===== config.mk =====
export PLATFORM = sky130hd
export DESIGN_NAME = mem_access_unit_flat
export DESIGN_NICKNAME = d
export VERILOG_FILES = /design/src/rtl/mem_access_unit_if.sv /design/src/rtl/mem_access_unit.sv /design/src/flat_wrapper.sv
export SDC_FILE = /design/constraint.sdc
export NUM_CORES = 1
export LEC_CHECK = 0
export CORE_MARGIN = 2
export CORE_UTILIZATION = 30
export CTS_CLUSTER_SIZE = 14
export DETAILED_ROUTE_END_ITERATION = 8
export DONT_BUFFER_PORTS = 1
export GPL_TIMING_DRIVEN = 0
export PLACE_DENSITY_LB_ADDON = 0.1
export SLEW_MARGIN = 20
export SYNTH_ARGS = -nofsm -noshare
export SYNTH_HDL_FRONTEND = slang
export SYNTH_SLANG_ARGS = --single-unit

===== constraint.sdc =====
create_clock -name clk -period 3.9 [get_ports clk]
set_input_delay 0.195 -clock clk [delete_from_list [all_inputs] [get_ports clk]]
set_output_delay 0.195 -clock clk [all_outputs]
set_load 0.1 [all_outputs]

===== src/rtl/mem_access_unit_if.sv =====
// Memory-side bus of the MEM-stage load/store engine.
//   master : the access unit (drives request, address, byte enables, store data)
//   slave  : the data memory (answers with ack and the aligned read word)
// Signals:
//   mem_req   request, held for the whole access
//   mem_we    write strobe, meaningful only while mem_req=1
//   mem_addr  word-aligned byte address
//   mem_be    byte enables (all ones on loads)
//   mem_wdata lane-replicated store data
//   mem_ack   memory accepted the write / returned mem_rdata
//   mem_rdata aligned 32-bit read word
interface mem_access_unit_if #(
  parameter int ADDR_W = 32
);
  logic              mem_req;
  logic              mem_we;
  logic [ADDR_W-1:0] mem_addr;
  logic [3:0]        mem_be;
  logic [31:0]       mem_wdata;
  logic              mem_ack;
  logic [31:0]       mem_rdata;

  modport master (
    output mem_req, mem_we, mem_addr, mem_be, mem_wdata,
    input  mem_ack, mem_rdata
  );

  modport slave (
    input  mem_req, mem_we, mem_addr, mem_be, mem_wdata,
    output mem_ack, mem_rdata
  );
endinterface


===== src/rtl/mem_access_unit.sv =====
// MEM-stage load/store engine between the pipeline and a variable-latency
// data memory. Checks alignment/legality, issues one req/ack transaction with
// a timeout, extends load data and reports a one-cycle completion pulse.
// Ports:
//   clk, reset            clock (rising edge), asynchronous active-high reset
//   req_valid/we/type/addr/wdata   access presented by the pipeline
//   stall                 freezes the pipeline until the access resolves
//   done                  one-cycle completion pulse
//   rdata, exc, exc_code  result, valid while done=1, held until next done
//   mem                   memory bus (master side)
module mem_access_unit #(
  parameter int ADDR_W      = 32,
  parameter int TIMEOUT     = 16,
  parameter bit EN_UNSIGNED = 1'b1
) (
  input  logic              clk,
  input  logic              reset,
  input  logic              req_valid,
  input  logic              req_we,
  input  logic [2:0]        req_type,
  input  logic [ADDR_W-1:0] req_addr,
  input  logic [31:0]       req_wdata,
  output logic              stall,
  output logic              done,
  output logic [31:0]       rdata,
  output logic              exc,
  output logic [1:0]        exc_code,
  mem_access_unit_if.master mem
);

  localparam int CNT_W = $clog2(TIMEOUT);
  localparam logic [CNT_W-1:0] CNT_LAST = CNT_W'(TIMEOUT - 1);

  typedef enum logic [1:0] {IDLE, BUSY, DONE} state_t;

  state_t            state_reg, state_next;
  logic [CNT_W-1:0]  cnt_reg;
  logic [2:0]        type_reg;
  logic [1:0]        lane_reg;
  logic [ADDR_W-1:0] addr_reg;
  logic              we_reg;
  logic [3:0]        be_reg;
  logic [31:0]       wdata_reg;
  logic [31:0]       rdata_reg;
  logic              exc_reg;
  logic [1:0]        code_reg;

  logic              type_ok, aligned, legal, timeout;
  logic [3:0]        be_calc;
  logic [31:0]       wdata_calc;
  logic [15:0]       half_sel;
  logic [7:0]        byte_sel;
  logic [31:0]       load_ext;

  // Legality of the presented access. Unsigned types are loads only, and
  // only when enabled; encodings above 100 are never legal.
  always_comb begin
    type_ok = 1'b0;
    aligned = 1'b1;
    case (req_type)
      3'b000: begin
        type_ok = 1'b1;
        aligned = (req_addr[1:0] == 2'b00);
      end
      3'b001: begin
        type_ok = 1'b1;
        aligned = ~req_addr[0];
      end
      3'b010: type_ok = 1'b1;
      3'b011: begin
        type_ok = ~req_we & EN_UNSIGNED;
        aligned = ~req_addr[0];
      end
      3'b100: type_ok = ~req_we & EN_UNSIGNED;
      default: type_ok = 1'b0;
    endcase
    legal = type_ok & aligned;
  end

  // Byte enables and lane-replicated store data; loads read the whole word.
  always_comb begin
    be_calc    = 4'b1111;
    wdata_calc = req_wdata;
    case (req_type)
      3'b001, 3'b011: begin
        be_calc    = req_addr[1] ? 4'b1100 : 4'b0011;
        wdata_calc = {2{req_wdata[15:0]}};
      end
      3'b010, 3'b100: begin
        be_calc    = 4'b0001 << req_addr[1:0];
        wdata_calc = {4{req_wdata[7:0]}};
      end
      default: ;
    endcase
    if (!req_we) be_calc = 4'b1111;
  end

  // Lane extraction and extension of the returned word.
  always_comb begin
    half_sel = lane_reg[1] ? mem.mem_rdata[31:16] : mem.mem_rdata[15:0];
    case (lane_reg)
      2'd0:    byte_sel = mem.mem_rdata[7:0];
      2'd1:    byte_sel = mem.mem_rdata[15:8];
      2'd2:    byte_sel = mem.mem_rdata[23:16];
      default: byte_sel = mem.mem_rdata[31:24];
    endcase
    case (type_reg)
      3'b001:  load_ext = {{16{half_sel[15]}}, half_sel};
      3'b010:  load_ext = {{24{byte_sel[7]}}, byte_sel};
      3'b011:  load_ext = {16'h0000, half_sel};
      3'b100:  load_ext = {24'h000000, byte_sel};
      default: load_ext = mem.mem_rdata;
    endcase
  end

  assign timeout = (cnt_reg == CNT_LAST);

  always_ff @(posedge clk or posedge reset) begin
    if (reset) state_reg <= IDLE;
    else       state_reg <= state_next;
  end

  always_comb begin
    state_next = state_reg;
    case (state_reg)
      IDLE:    if (req_valid) state_next = legal ? BUSY : DONE;
      BUSY:    if (mem.mem_ack || timeout) state_next = DONE;
      DONE:    state_next = IDLE;
      default: state_next = IDLE;
    endcase
  end

  always_ff @(posedge clk or posedge reset) begin
    if (reset) begin
      cnt_reg   <= '0;
      type_reg  <= 3'b000;
      lane_reg  <= 2'b00;
      addr_reg  <= '0;
      we_reg    <= 1'b0;
      be_reg    <= 4'b0000;
      wdata_reg <= 32'h0;
      rdata_reg <= 32'h0;
      exc_reg   <= 1'b0;
      code_reg  <= 2'b00;
    end else begin
      case (state_reg)
        IDLE: begin
          if (req_valid) begin
            if (legal) begin
              addr_reg  <= {req_addr[ADDR_W-1:2], 2'b00};
              we_reg    <= req_we;
              be_reg    <= be_calc;
              wdata_reg <= wdata_calc;
              type_reg  <= req_type;
              lane_reg  <= req_addr[1:0];
              cnt_reg   <= '0;
            end else begin
              rdata_reg <= 32'h0;
              exc_reg   <= 1'b1;
              code_reg  <= req_we ? 2'b10 : 2'b01;
            end
          end
        end
        BUSY: begin
          cnt_reg <= cnt_reg + 1'b1;
          // An ack arriving on the final wait cycle still completes normally.
          if (mem.mem_ack) begin
            rdata_reg <= load_ext;
            exc_reg   <= 1'b0;
            code_reg  <= 2'b00;
          end else if (timeout) begin
            rdata_reg <= 32'h0;
            exc_reg   <= 1'b1;
            code_reg  <= 2'b11;
          end
        end
        default: ;
      endcase
    end
  end

  // Reset gates stall so the pipeline is released as soon as reset rises,
  // even if the stage still presents an access.
  assign stall = ~reset & (((state_reg == IDLE) & req_valid) | (state_reg == BUSY));
  assign done  = (state_reg == DONE);
  assign rdata    = rdata_reg;
  assign exc      = exc_reg;
  assign exc_code = code_reg;

  assign mem.mem_req   = (state_reg == BUSY);
  assign mem.mem_we    = we_reg;
  assign mem.mem_addr  = addr_reg;
  assign mem.mem_be    = be_reg;
  assign mem.mem_wdata = wdata_reg;

endmodule


===== src/flat_wrapper.sv =====
// flat-port wrapper written by rule: the top's interface ports become plain ports
module mem_access_unit_flat 
#(
  parameter int ADDR_W      = 32,
  parameter int TIMEOUT     = 16,
  parameter bit EN_UNSIGNED = 1'b1
)
  (clk, reset, req_valid, req_we, req_type, req_addr, req_wdata, stall, done, rdata, exc, exc_code, mem_mem_req, mem_mem_we, mem_mem_addr, mem_mem_be, mem_mem_wdata, mem_mem_ack, mem_mem_rdata);
  mem_access_unit_if #(.ADDR_W(ADDR_W)) mem_i ();
  input  logic clk;
  input  logic reset;
  input  logic req_valid;
  input  logic req_we;
  input  logic [2:0] req_type;
  input  logic [ADDR_W-1:0] req_addr;
  input  logic [31:0] req_wdata;
  output logic stall;
  output logic done;
  output logic [31:0] rdata;
  output logic exc;
  output logic [1:0] exc_code;
  output wire logic [$bits(mem_i.mem_req)-1:0] mem_mem_req;
  output wire logic [$bits(mem_i.mem_we)-1:0] mem_mem_we;
  output wire logic [$bits(mem_i.mem_addr)-1:0] mem_mem_addr;
  output wire logic [$bits(mem_i.mem_be)-1:0] mem_mem_be;
  output wire logic [$bits(mem_i.mem_wdata)-1:0] mem_mem_wdata;
  input wire logic [$bits(mem_i.mem_ack)-1:0] mem_mem_ack;
  input wire logic [$bits(mem_i.mem_rdata)-1:0] mem_mem_rdata;
  assign mem_mem_req = mem_i.mem_req;
  assign mem_mem_we = mem_i.mem_we;
  assign mem_mem_addr = mem_i.mem_addr;
  assign mem_mem_be = mem_i.mem_be;
  assign mem_mem_wdata = mem_i.mem_wdata;
  assign mem_i.mem_ack = mem_mem_ack;
  assign mem_i.mem_rdata = mem_mem_rdata;
  mem_access_unit #(.ADDR_W(ADDR_W), .TIMEOUT(TIMEOUT), .EN_UNSIGNED(EN_UNSIGNED)) u_core (.clk(clk), .reset(reset), .req_valid(req_valid), .req_we(req_we), .req_type(req_type), .req_addr(req_addr), .req_wdata(req_wdata), .stall(stall), .done(done), .rdata(rdata), .exc(exc), .exc_code(exc_code), .mem(mem_i));
endmodule

; Word-level counts from Yosys, hierarchy flattened
; Index checks and enable logic that the tools add are counted.
[word_totals]
register_bits = 113
in_bits = 104
output_inout_bits = 107
[classes]
n_addsub = 1
n_eq_ne = 18
n_shift = 1
n_mux = 32
n_bitwise = 7
reduce_logical = 14
[ops]
columns = operator, count
row1 = $mux W32, 4
row2 = $pmux W32 S2, 2
row3 = $pmux W32 S4, 1
row4 = $pmux W8 S3, 1
row5 = $mux W16, 1
row6 = $mux W2, 8
row7 = $mux W4, 4
row8 = $pmux W4 S2, 2
row9 = $eq A3 B2 Y1 const B, 4
row10 = $pmux W2 S2, 2
row11 = $eq A3 B1 Y1 const B, 2
row12 = $eq A3 B3 Y1 const B, 2
row13 = $logic_not A2 Y1, 3
row14 = $pmux W1 S2, 3
row15 = $reduce_and A3 Y1, 2
row16 = $reduce_or A2 Y1, 3
row17 = $add A4 B1 Y4 const B, 1
row18 = $eq A2 B1 Y1 const B, 2
row19 = $eq A2 B2 Y1 const B, 2
row20 = $eq A4 B4 Y1 const B, 1
row21 = $mux W1, 4
row22 = $ne A2 B1 Y1 const B, 2
row23 = $ne A2 B2 Y1 const B, 2
row24 = $reduce_and A4 Y1, 1
row25 = 10 further kinds, 14

; Longest topological paths before layout
; Gate-level depths: netlist of the first run.
[logic_depth]
ltp_word = 7
mapped_depth = 8

; Least setup slack after synthesis of the first run
; Ideal clock, no wire load.
[synth_timing]
kind = register to output
from = register u_core.state_reg[1]
to = output port stall
arrival_time_ns = 2.459
t_required_ns = 3.705
path_slack_ns = 1.246
path_stages_with_launch = 2
n_path_buf = 0
path_cell_list = dfrtp_1 nor3_1
[synth_between]
elab_chain_len = 4
word_cells_on_any_way = 5
cone_classes = 1 x eq/ne / 3 x bitwise / 1 x reduce/logical
[synth_lines]
columns = element, line_no
row1 = start: declaration, mem_access_unit.sv:36  ; state_t state_reg, state_next;
row2 = start signal: assignment, mem_access_unit.sv:120  ; else state_reg <= state_next;
row3 = $logic_not A2 Y1, mem_access_unit.sv:184  ; assign stall = ~reset & (((state_reg == IDLE) & req_valid) | (state_reg == BUSY));
row4 = $and A1 B1 Y1, mem_access_unit.sv:184
row5 = $or A1 B1 Y1 *, mem_access_unit.sv:184
row6 = $and A1 B1 Y1 *, mem_access_unit.sv:184
row7 = end: declaration, flat_wrapper.sv:17  ; output logic stall;
; Every way passes the cells marked *; elsewhere a longest branch is shown, timed or not.

; Worst setup path in the final report of the first run
[layout_timing]
from = register u_core.state_reg[1]
to = register u_core.rdata_reg[13] (netlist: u_core.rdata[13])
[layout_between]
elab_chain_len = 3
word_cells_on_any_way = 8
cone_classes = 4 x eq/ne / 1 x mux / 3 x reduce/logical
[layout_lines]
columns = element, line_no
row1 = $eq A2 B1 Y1 *, --
row2 = net mem_mem_req, flat_wrapper.sv:22  ; output wire logic [$bits(mem_i.mem_req)-1:0] mem_mem_req;
row3 = $ne A3 B1 Y1 (no line) or $reduce_bool A2 Y1 (tied branches), --
row4 = $reduce_and A4 Y1 (no line), --
row5 = end signal: assignment, mem_access_unit.sv:168  ; rdata_reg <= load_ext;
row6 = end: declaration, mem_access_unit.sv:44  ; logic [31:0] rdata_reg;
; The timed path passes the listed nets; every way through them passes the cells marked *.
; A chain may end at the register's enable or synchronous reset.

==> results of run 1 <==
-- per-stage QoR --
step,instances,worst slack [ns],hold slack [ns],utilization [%]
2_1_floorplan,601,0.718,0.300,-
3_3_place_gp,835,-0.779,0.304,32.0
3_5_place_dp,837,1.65,0.174,32.3
4_1_cts,946,1.62,0.00102,39.8
5_1_grt,946,1.50,0.0194,39.8
6_report,946,1.67,0.0121,39.8
-- timing repair --
| action | 4_1_cts | 5_1_grt |
|---|---|---|
| setup buffers | 0 | 0 |
| hold buffers | 77 | 0 |
| endpoints found under the hold margin | 138 | 0 |
-- worst paths after layout --
path                                                  from                                   end  slack, ns  cells after the start
max in group asynchronous                            reset  u_core.mem.mem_wdata[10]$_DFFE_PP0P_       2.86                      3
min in group asynchronous                            reset    u_core.mem.mem_addr[5]$_DFFE_PP0P_       0.35                      2
hold / removal                                      req_we        u_core.exc_code[1]$_DFFE_PP0P_       0.01                      2
setup / recovery           u_core.state_reg[1]$_DFFE_PP0P_          u_core.rdata[13]$_DFFE_PP0P_       1.67                      6
hold reg to reg              u_core.cnt_reg[2]$_DFFE_PP0P_         u_core.cnt_reg[2]$_DFFE_PP0P_       0.51                      1
setup reg to reg           u_core.state_reg[1]$_DFFE_PP0P_          u_core.rdata[13]$_DFFE_PP0P_       1.67                      6
-- final cells by class --
cell class                 instances  area share [%]
clock buffer                      19            6.12
inverter                          11           0.625
buffer                            38            3.25
tap                              234            3.96
sequential                       113            38.2
timing repair buffer              79            11.0
multi-input combinational        439            34.4
clock inverter                    13            2.50
-- worst max-delay path, delay by kind of cell, from the launching register on --
family,cells,cell delay [ns]
AO/OA/AOI/OAI,3,0.80
AND/OR/NAND/NOR,2,0.45
flip-flops,1,0.42
buffers and inverters,1,0.46
-- metal layers --
| layer | vias to the layer above | share of wire, % | GRT usage, % |
|---|---|---|---|
| met5 | - | 0 | 0 |
| met4 | 0 | 1.9 | 6.11 |
| met3 | 26 | 11 | 7.40 |
| met2 | 205 | 47 | 30.8 |
| met1 | 2310 | 40 | 22.4 |
| li1 | 2254 | - | - |
-- cells by family (layout without fill, tap and decap cells) --
logic type	Yosys count	count (layout)
other	1	2
adder cells (fa/ha/maj)	1	1
flip-flops	113	113
multiplexers	44	44
buffers and inverters	49	160
AO/OA/AOI/OAI	128	128
AND/OR/NAND/NOR	259	259
XOR/XNOR	5	5
-- cells in the final DEF, fill, tap and decap left out, types with 3 or more instances in the layout --
master,count
sky130_fd_sc_hd__clkbuf_16,17
sky130_fd_sc_hd__a21oi_1,15
sky130_fd_sc_hd__buf_4,13
sky130_fd_sc_hd__o32ai_1,4
sky130_fd_sc_hd__buf_6,5
sky130_fd_sc_hd__a32o_1,4
sky130_fd_sc_hd__o21ai_0,33
sky130_fd_sc_hd__a21o_1,3
sky130_fd_sc_hd__dlygate4sd3_1,77
sky130_fd_sc_hd__buf_2,9
sky130_fd_sc_hd__a311oi_1,3
sky130_fd_sc_hd__clkinvlp_4,5
sky130_fd_sc_hd__dfrtp_1,113
sky130_fd_sc_hd__and2_1,3
sky130_fd_sc_hd__or3_1,5
sky130_fd_sc_hd__a21oi_2,3
sky130_fd_sc_hd__nor2_1,39
sky130_fd_sc_hd__nor2b_1,5
sky130_fd_sc_hd__a22o_1,7
sky130_fd_sc_hd__nand2b_1,13
sky130_fd_sc_hd__nand2_1,171
sky130_fd_sc_hd__nand3_1,8
sky130_fd_sc_hd__o21ai_1,12
sky130_fd_sc_hd__clkbuf_1,11
sky130_fd_sc_hd__a22oi_1,12
sky130_fd_sc_hd__inv_1,8
sky130_fd_sc_hd__mux2i_1,41
sky130_fd_sc_hd__bufinv_16,4
sky130_fd_sc_hd__nor2_2,3
sky130_fd_sc_hd__o2bb2ai_1,20
==> impl_metrics.xml, run 1 <==
<?xml version="1.0" encoding="UTF-8"?>
<metrics>
  <group name="timing">
    <metric name="rsz0062_at_grt" unit="">false</metric>
    <metric name="setup_viol_count_final" unit="">0</metric>
    <metric name="tightest_slew" unit="ns">1.07</metric>
    <metric name="clock.fmax" unit="MHz">448</metric>
    <metric name="final_max_slew_viol_count" unit="">0</metric>
    <metric name="max_slew_margin" unit="%">28.6</metric>
    <metric name="timing.clock.skew" unit="ns">0.00651</metric>
    <metric name="totalNegativeSetupSlack" unit="ns">0</metric>
    <metric name="final-hold-violation-count" unit="">0</metric>
    <metric name="min_period_over_period" unit="%">57.3</metric>
    <metric name="final.min_clock_period" unit="ns">2.23</metric>
  </group>
  <group name="synthesis">
    <metric name="ys_dominant_reg_cell" unit="">sky130_fd_sc_hd__dfrtp_1</metric>
    <metric name="synth-edff-count" unit="">0</metric>
    <metric name="synthXorXnorAreaFrac" unit="%">1.04</metric>
    <metric name="synth-adder-area-share" unit="%">0.222</metric>
    <metric name="synth.mux.area_fraction" unit="%">8.07</metric>
    <metric name="synthArstFlopShare" unit="%">100</metric>
    <metric name="cell_accounting_for_the_most_synthesized_area" unit="">sky130_fd_sc_hd__dfrtp_1</metric>
    <metric name="synthesis.instances" unit="">600</metric>
    <metric name="synth.yosys.seq_area_share" unit="%">50.1</metric>
    <metric name="synth-seq-cells" unit="">113</metric>
    <metric name="yosys-top-cells-area" unit="">sky130_fd_sc_hd__dfrtp_1, sky130_fd_sc_hd__nand2_1, sky130_fd_sc_hd__mux2i_1</metric>
    <metric name="largest_family_of_logic_cells_by_synthesized_area" unit="">simple AND/OR/NAND/NOR gates</metric>
    <metric name="synth_simple_gate_area_share" unit="%">19.4</metric>
    <metric name="compound_gate_fraction_of_synth_area" unit="%">16.0</metric>
    <metric name="syn_area" unit="sq um">5640</metric>
    <metric name="yosys_warnings" unit="">0</metric>
    <metric name="synth_largest_type_area_fraction" unit="%">50.1</metric>
    <metric name="synthMostInstantiatedCell" unit="">sky130_fd_sc_hd__nand2_1</metric>
    <metric name="synth_cell_types" unit="">53</metric>
    <metric name="ys_top_cells_by_count" unit="">sky130_fd_sc_hd__nand2_1, sky130_fd_sc_hd__dfrtp_1, sky130_fd_sc_hd__mux2i_1</metric>
    <metric name="syn-mean-instance-area" unit="sq um">9.40</metric>
  </group>
  <group name="setup_path">
    <metric name="critical_path.max_fanout" unit="">8</metric>
    <metric name="worst-setup-path-type" unit="">flop to flop</metric>
    <metric name="cp_cell_sequence" unit="">nand2b_1, inv_2, nand2_1, a21oi_2, o41ai_4, o32ai_1</metric>
    <metric name="crit_path_start_kind" unit="">flop</metric>
    <metric name="cp_data_required_time" unit="ns">4.21</metric>
    <metric name="critical_path.endpoint_type" unit="">flop</metric>
    <metric name="slowest_cell_on_the_critical_path" unit="">sky130_fd_sc_hd__inv_2</metric>
    <metric name="critical_path.max_stage_delay" unit="ns">0.46</metric>
    <metric name="critical_path_arrival" unit="ns">2.54</metric>
  </group>
  <group name="global_routing">
    <metric name="gr-total-overflow" unit="">0</metric>
    <metric name="grt_start_max_net_pins" unit="">60</metric>
    <metric name="grt_antenna_before_repair" unit="">0</metric>
    <metric name="grtUsageTotal" unit="%">18.7</metric>
    <metric name="vias_in_the_first_global_route" unit="">5046</metric>
    <metric name="grt_first_pass_wirelength" unit="um">28400</metric>
  </group>
  <group name="routing">
    <metric name="drt-total-wl" unit="um">18400</metric>
    <metric name="drtPass1Iterations" unit="">7</metric>
    <metric name="ant_nets" unit="">0</metric>
    <metric name="initialDrtViolationCount" unit="">271</metric>
    <metric name="detail_route.drc_violations" unit="">0</metric>
    <metric name="route.vias.total" unit="">4795</metric>
    <metric name="route.detailed.vias_per_inst" unit="">5.07</metric>
    <metric name="drt-wirelength-per-cell" unit="um">19.5</metric>
  </group>
  <group name="cells_and_area">
    <metric name="n_fill_cell" unit="">1854</metric>
    <metric name="antenna-diode-count" unit="">0</metric>
    <metric name="regArea" unit="sq um">2830</metric>
    <metric name="multi_input_area" unit="sq um">2540</metric>
    <metric name="fin_nets" unit="">804</metric>
    <metric name="areaGrowthSynthToFinish" unit="%">31.2</metric>
    <metric name="post_route_cells_drive_above_1_share" unit="%">11.8</metric>
    <metric name="finish.instance_area" unit="sq um">7400</metric>
  </group>
  <group name="clock_tree">
    <metric name="tritoncts" unit="">done</metric>
    <metric name="clk_latency" unit="ns">0.41</metric>
    <metric name="clock_tree.htree_level_count" unit="">4</metric>
    <metric name="cts.repair.resized" unit="">0</metric>
    <metric name="cts_buffer_count" unit="">17</metric>
    <metric name="cts_root_buffer" unit="">sky130_fd_sc_hd__clkbuf_16</metric>
    <metric name="cts.reportedPaths.clkPinSlew" unit="ns">0.06</metric>
    <metric name="cts_max_path_buffers" unit="">2</metric>
    <metric name="sink_count_of_the_clock_tree" unit="">113</metric>
  </group>
  <group name="floorplanning">
    <metric name="core-area" unit="sq um">18600</metric>
    <metric name="initial_utilization" unit="%">30.4</metric>
    <metric name="die_h" unit="um">141</metric>
    <metric name="pin_count" unit="">211</metric>
    <metric name="fp.dieW" unit="um">141</metric>
    <metric name="num_rows" unit="">50</metric>
    <metric name="die_area" unit="sq um">19900</metric>
  </group>
  <group name="placed_design">
    <metric name="dpl_cell_area" unit="sq um">5990</metric>
    <metric name="hpwl" unit="um">12900</metric>
    <metric name="placement.io_buffers" unit="">0</metric>
    <metric name="routability_driven_placement_congestion_ratio" unit="">0.821</metric>
  </group>
  <group name="min_path">
    <metric name="hold_class" unit="">primary input to flop</metric>
  </group>
  <group name="outcome">
    <metric name="result_of_the_run" unit="">complete, no violations</metric>
  </group>
  <group name="run">
    <metric name="drv_cap" unit="">0</metric>
  </group>
</metrics>
Power of run 1 is not shown: default switching activity piles up to over one toggle a cycle in this logic, so the estimate is an artifact.
==> run 2, diff against run 1 <==
Clock period 3.9 ns to 2.2 ns, I/O delays scaled along.
==> run 2 against run 1 <==
Global-route usage rose by 0.087 points. Register-to-register slack got worse by 1.5 ns. First-iteration DRC count decreased by 14%. Worst hold slack better by 0.026 ns. Final cell count increased by 0.42%. Die area unchanged.
==> impl_metrics.xml, run 2 (synthesis gave the netlist of run 1 again) <==
<?xml version="1.0" encoding="UTF-8"?>
<metrics>
  <group name="placed_design">
    <metric name="routability_driven_placement_congestion_ratio" unit="">0.855</metric>
    <metric name="hpwl" unit="um">13100</metric>
    <metric name="instance_count_after_placement_with_tap_cells_included" unit="">838</metric>
    <metric name="placement.io_buffers" unit="">0</metric>
    <metric name="placement.setup.worst_slack" unit="ns">-0.0981</metric>
  </group>
  <group name="floorplanning">
    <metric name="fp.dieW" unit="um">141</metric>
    <metric name="die_h" unit="um">141</metric>
    <metric name="die_area" unit="sq um">19900</metric>
    <metric name="initial_utilization" unit="%">30.4</metric>
    <metric name="core-area" unit="sq um">18600</metric>
    <metric name="num_rows" unit="">50</metric>
    <metric name="pin_count" unit="">211</metric>
  </group>
  <group name="clock_tree">
    <metric name="cts_root_buffer" unit="">sky130_fd_sc_hd__clkbuf_16</metric>
    <metric name="post_cts_setup_driven_buffer_insertion_count" unit="">0</metric>
    <metric name="tritoncts" unit="">done</metric>
    <metric name="clk_latency" unit="ns">0.41</metric>
    <metric name="cts_buffer_count" unit="">17</metric>
    <metric name="cts.reportedPaths.clkPinSlew" unit="ns">0.05</metric>
    <metric name="clock_tree.htree_level_count" unit="">4</metric>
    <metric name="cts_max_path_buffers" unit="">2</metric>
    <metric name="sink_count_of_the_clock_tree" unit="">113</metric>
  </group>
  <group name="cells_and_area">
    <metric name="multi_input_area" unit="sq um">2560</metric>
    <metric name="areaGrowthSynthToFinish" unit="%">31.7</metric>
    <metric name="fin_nets" unit="">808</metric>
    <metric name="final_cell_count_no_fill" unit="">950</metric>
    <metric name="post_route_cells_drive_above_1_share" unit="%">11.9</metric>
    <metric name="antenna-diode-count" unit="">0</metric>
    <metric name="layout.cells.most_common_list" unit="">sky130_fd_sc_hd__nand2_1, sky130_fd_sc_hd__dfrtp_1, sky130_fd_sc_hd__dlygate4sd3_1, sky130_fd_sc_hd__mux2i_1, sky130_fd_sc_hd__nor2_1</metric>
    <metric name="n_fill_cell" unit="">1846</metric>
    <metric name="regArea" unit="sq um">2830</metric>
    <metric name="layout.cells.most_common" unit="">sky130_fd_sc_hd__nand2_1</metric>
    <metric name="finish.utilization" unit="%">40.0</metric>
  </group>
  <group name="setup_path">
    <metric name="critical_path_arrival" unit="ns">2.31</metric>
    <metric name="critical_path.max_stage_delay" unit="ns">0.44</metric>
    <metric name="cp_cell_sequence" unit="">nand2b_1, clkinv_4, nand2_1, clkbuf_2, a21oi_1, a32o_1</metric>
    <metric name="critPathLaunch" unit="">u_core.state_reg[1]$_DFFE_PP0P_</metric>
    <metric name="worst-setup-path-type" unit="">flop to flop</metric>
    <metric name="critical_path.max_fanout" unit="">10</metric>
    <metric name="r2r-start" unit="">u_core.state_reg[1]$_DFFE_PP0P_</metric>
    <metric name="crit_path_start_kind" unit="">flop</metric>
    <metric name="slowest_cell_on_the_critical_path" unit="">sky130_fd_sc_hd__dfrtp_1</metric>
    <metric name="critical_path.endpoint_type" unit="">flop</metric>
    <metric name="cp_data_required_time" unit="ns">2.49</metric>
  </group>
  <group name="run">
    <metric name="drv_cap" unit="">0</metric>
  </group>
  <group name="min_path">
    <metric name="hold_class" unit="">primary input to flop</metric>
    <metric name="worst_hold_startpoint" unit="">mem_mem_rdata[11]</metric>
  </group>
  <group name="global_routing">
    <metric name="grt_first_pass_wirelength" unit="um">28900</metric>
    <metric name="vias_in_the_first_global_route" unit="">5094</metric>
    <metric name="grt_antenna_before_repair" unit="">0</metric>
    <metric name="grtUsageTotal" unit="%">18.8</metric>
    <metric name="grt_start_max_net_pins" unit="">33</metric>
    <metric name="gr-total-overflow" unit="">0</metric>
  </group>
  <group name="timing">
    <metric name="final_max_slew_viol_count" unit="">0</metric>
    <metric name="layout_setup_ws" unit="ns">0.180</metric>
    <metric name="clock.fmax" unit="MHz">495</metric>
    <metric name="rsz0062_at_grt" unit="">false</metric>
    <metric name="min_period_over_period" unit="%">91.8</metric>
    <metric name="tightest_slew" unit="ns">1.07</metric>
    <metric name="max_slew_margin" unit="%">28.5</metric>
    <metric name="setup_viol_count_final" unit="">0</metric>
    <metric name="timing.clock.skew" unit="ns">0.00960</metric>
    <metric name="final-hold-violation-count" unit="">0</metric>
    <metric name="final.min_clock_period" unit="ns">2.02</metric>
  </group>
  <group name="routing">
    <metric name="drt-wirelength-per-cell" unit="um">19.3</metric>
    <metric name="drtPass1Iterations" unit="">4</metric>
    <metric name="detail_route.drc_violations" unit="">0</metric>
    <metric name="initialDrtViolationCount" unit="">233</metric>
    <metric name="route.vias.total" unit="">4771</metric>
    <metric name="ant_nets" unit="">0</metric>
    <metric name="drt-total-wl" unit="um">18300</metric>
    <metric name="route.detailed.vias_per_inst" unit="">5.02</metric>
  </group>
  <group name="outcome">
    <metric name="result_of_the_run" unit="">complete, no violations</metric>
  </group>
</metrics>
## run 2: final cells by class
class | instances | share of cell area [%]
Inverter | 11 | 0.674
Tap cell | 234 | 3.94
Clock buffer | 22 | 6.52
Timing Repair Buffer | 84 | 11.7
Buffer | 37 | 3.20
Multi-Input combinational cell | 439 | 34.4
Clock inverter | 10 | 1.45
Sequential cell | 113 | 38.1
## run 2: path summary, 6_finish.rpt
kind | end | slack (ns) | depth (start not counted)
hold reg to reg | u_core.cnt_reg[2]$_DFFE_PP0P_ | 0.52 | 1
min in group asynchronous | u_core.mem.mem_addr[9]$_DFFE_PP0P_ | 0.25 | 2
max in group asynchronous | u_core.rdata[21]$_DFFE_PP0P_ | 1.18 | 4
hold / removal | u_core.rdata[11]$_DFFE_PP0P_ | 0.04 | 3
setup reg to reg | u_core.rdata[6]$_DFFE_PP0P_ | 0.18 | 6
setup / recovery | u_core.rdata[6]$_DFFE_PP0P_ | 0.18 | 6
## run 2: stage by stage
step | setup TNS, ns | hold WS [ns] | cell area (sq um)
2_1_floorplan | 0 | 0.215 | 5650
3_3_place_gp | -0.286 | 0.219 | 5950
3_5_place_dp | -0.577 | 0.0729 | 6020
4_1_cts | 0 | 0.0176 | 7420
5_1_grt | 0 | 0.0246 | 7430
6_report | 0 | 0.0384 | 7430
## run 2: routing by layer
metal / up-vias / routed length [um] / track usage [%]
met5: - / 0 / 0
met4: 0 / 247 / 5.47
met3: 23 / 1840 / 8.05
met2: 202 / 8670 / 30.6
met1: 2287 / 7580 / 22.7
li1: 2259 / - / -
## run 2: critical path: cells and delay by family, from the launching register on
| family | cells | cell delay, ns |
|---|---|---|
| AND/OR/NAND/NOR | 2 | 0.52 |
| AO/OA/AOI/OAI | 2 | 0.34 |
| buffers and inverters | 2 | 0.58 |
| flip-flops | 1 | 0.44 |
## run 2: timing repair
item                                   4_1_cts  5_1_grt
gates resized for setup                      1        5
gates cloned                                 0        0
pin swaps                                    0        0
hold buffers                                81        0
endpoints found under the hold margin      119        0
setup endpoints to repair                   22       18
Power of run 2 is left out for the same reason.
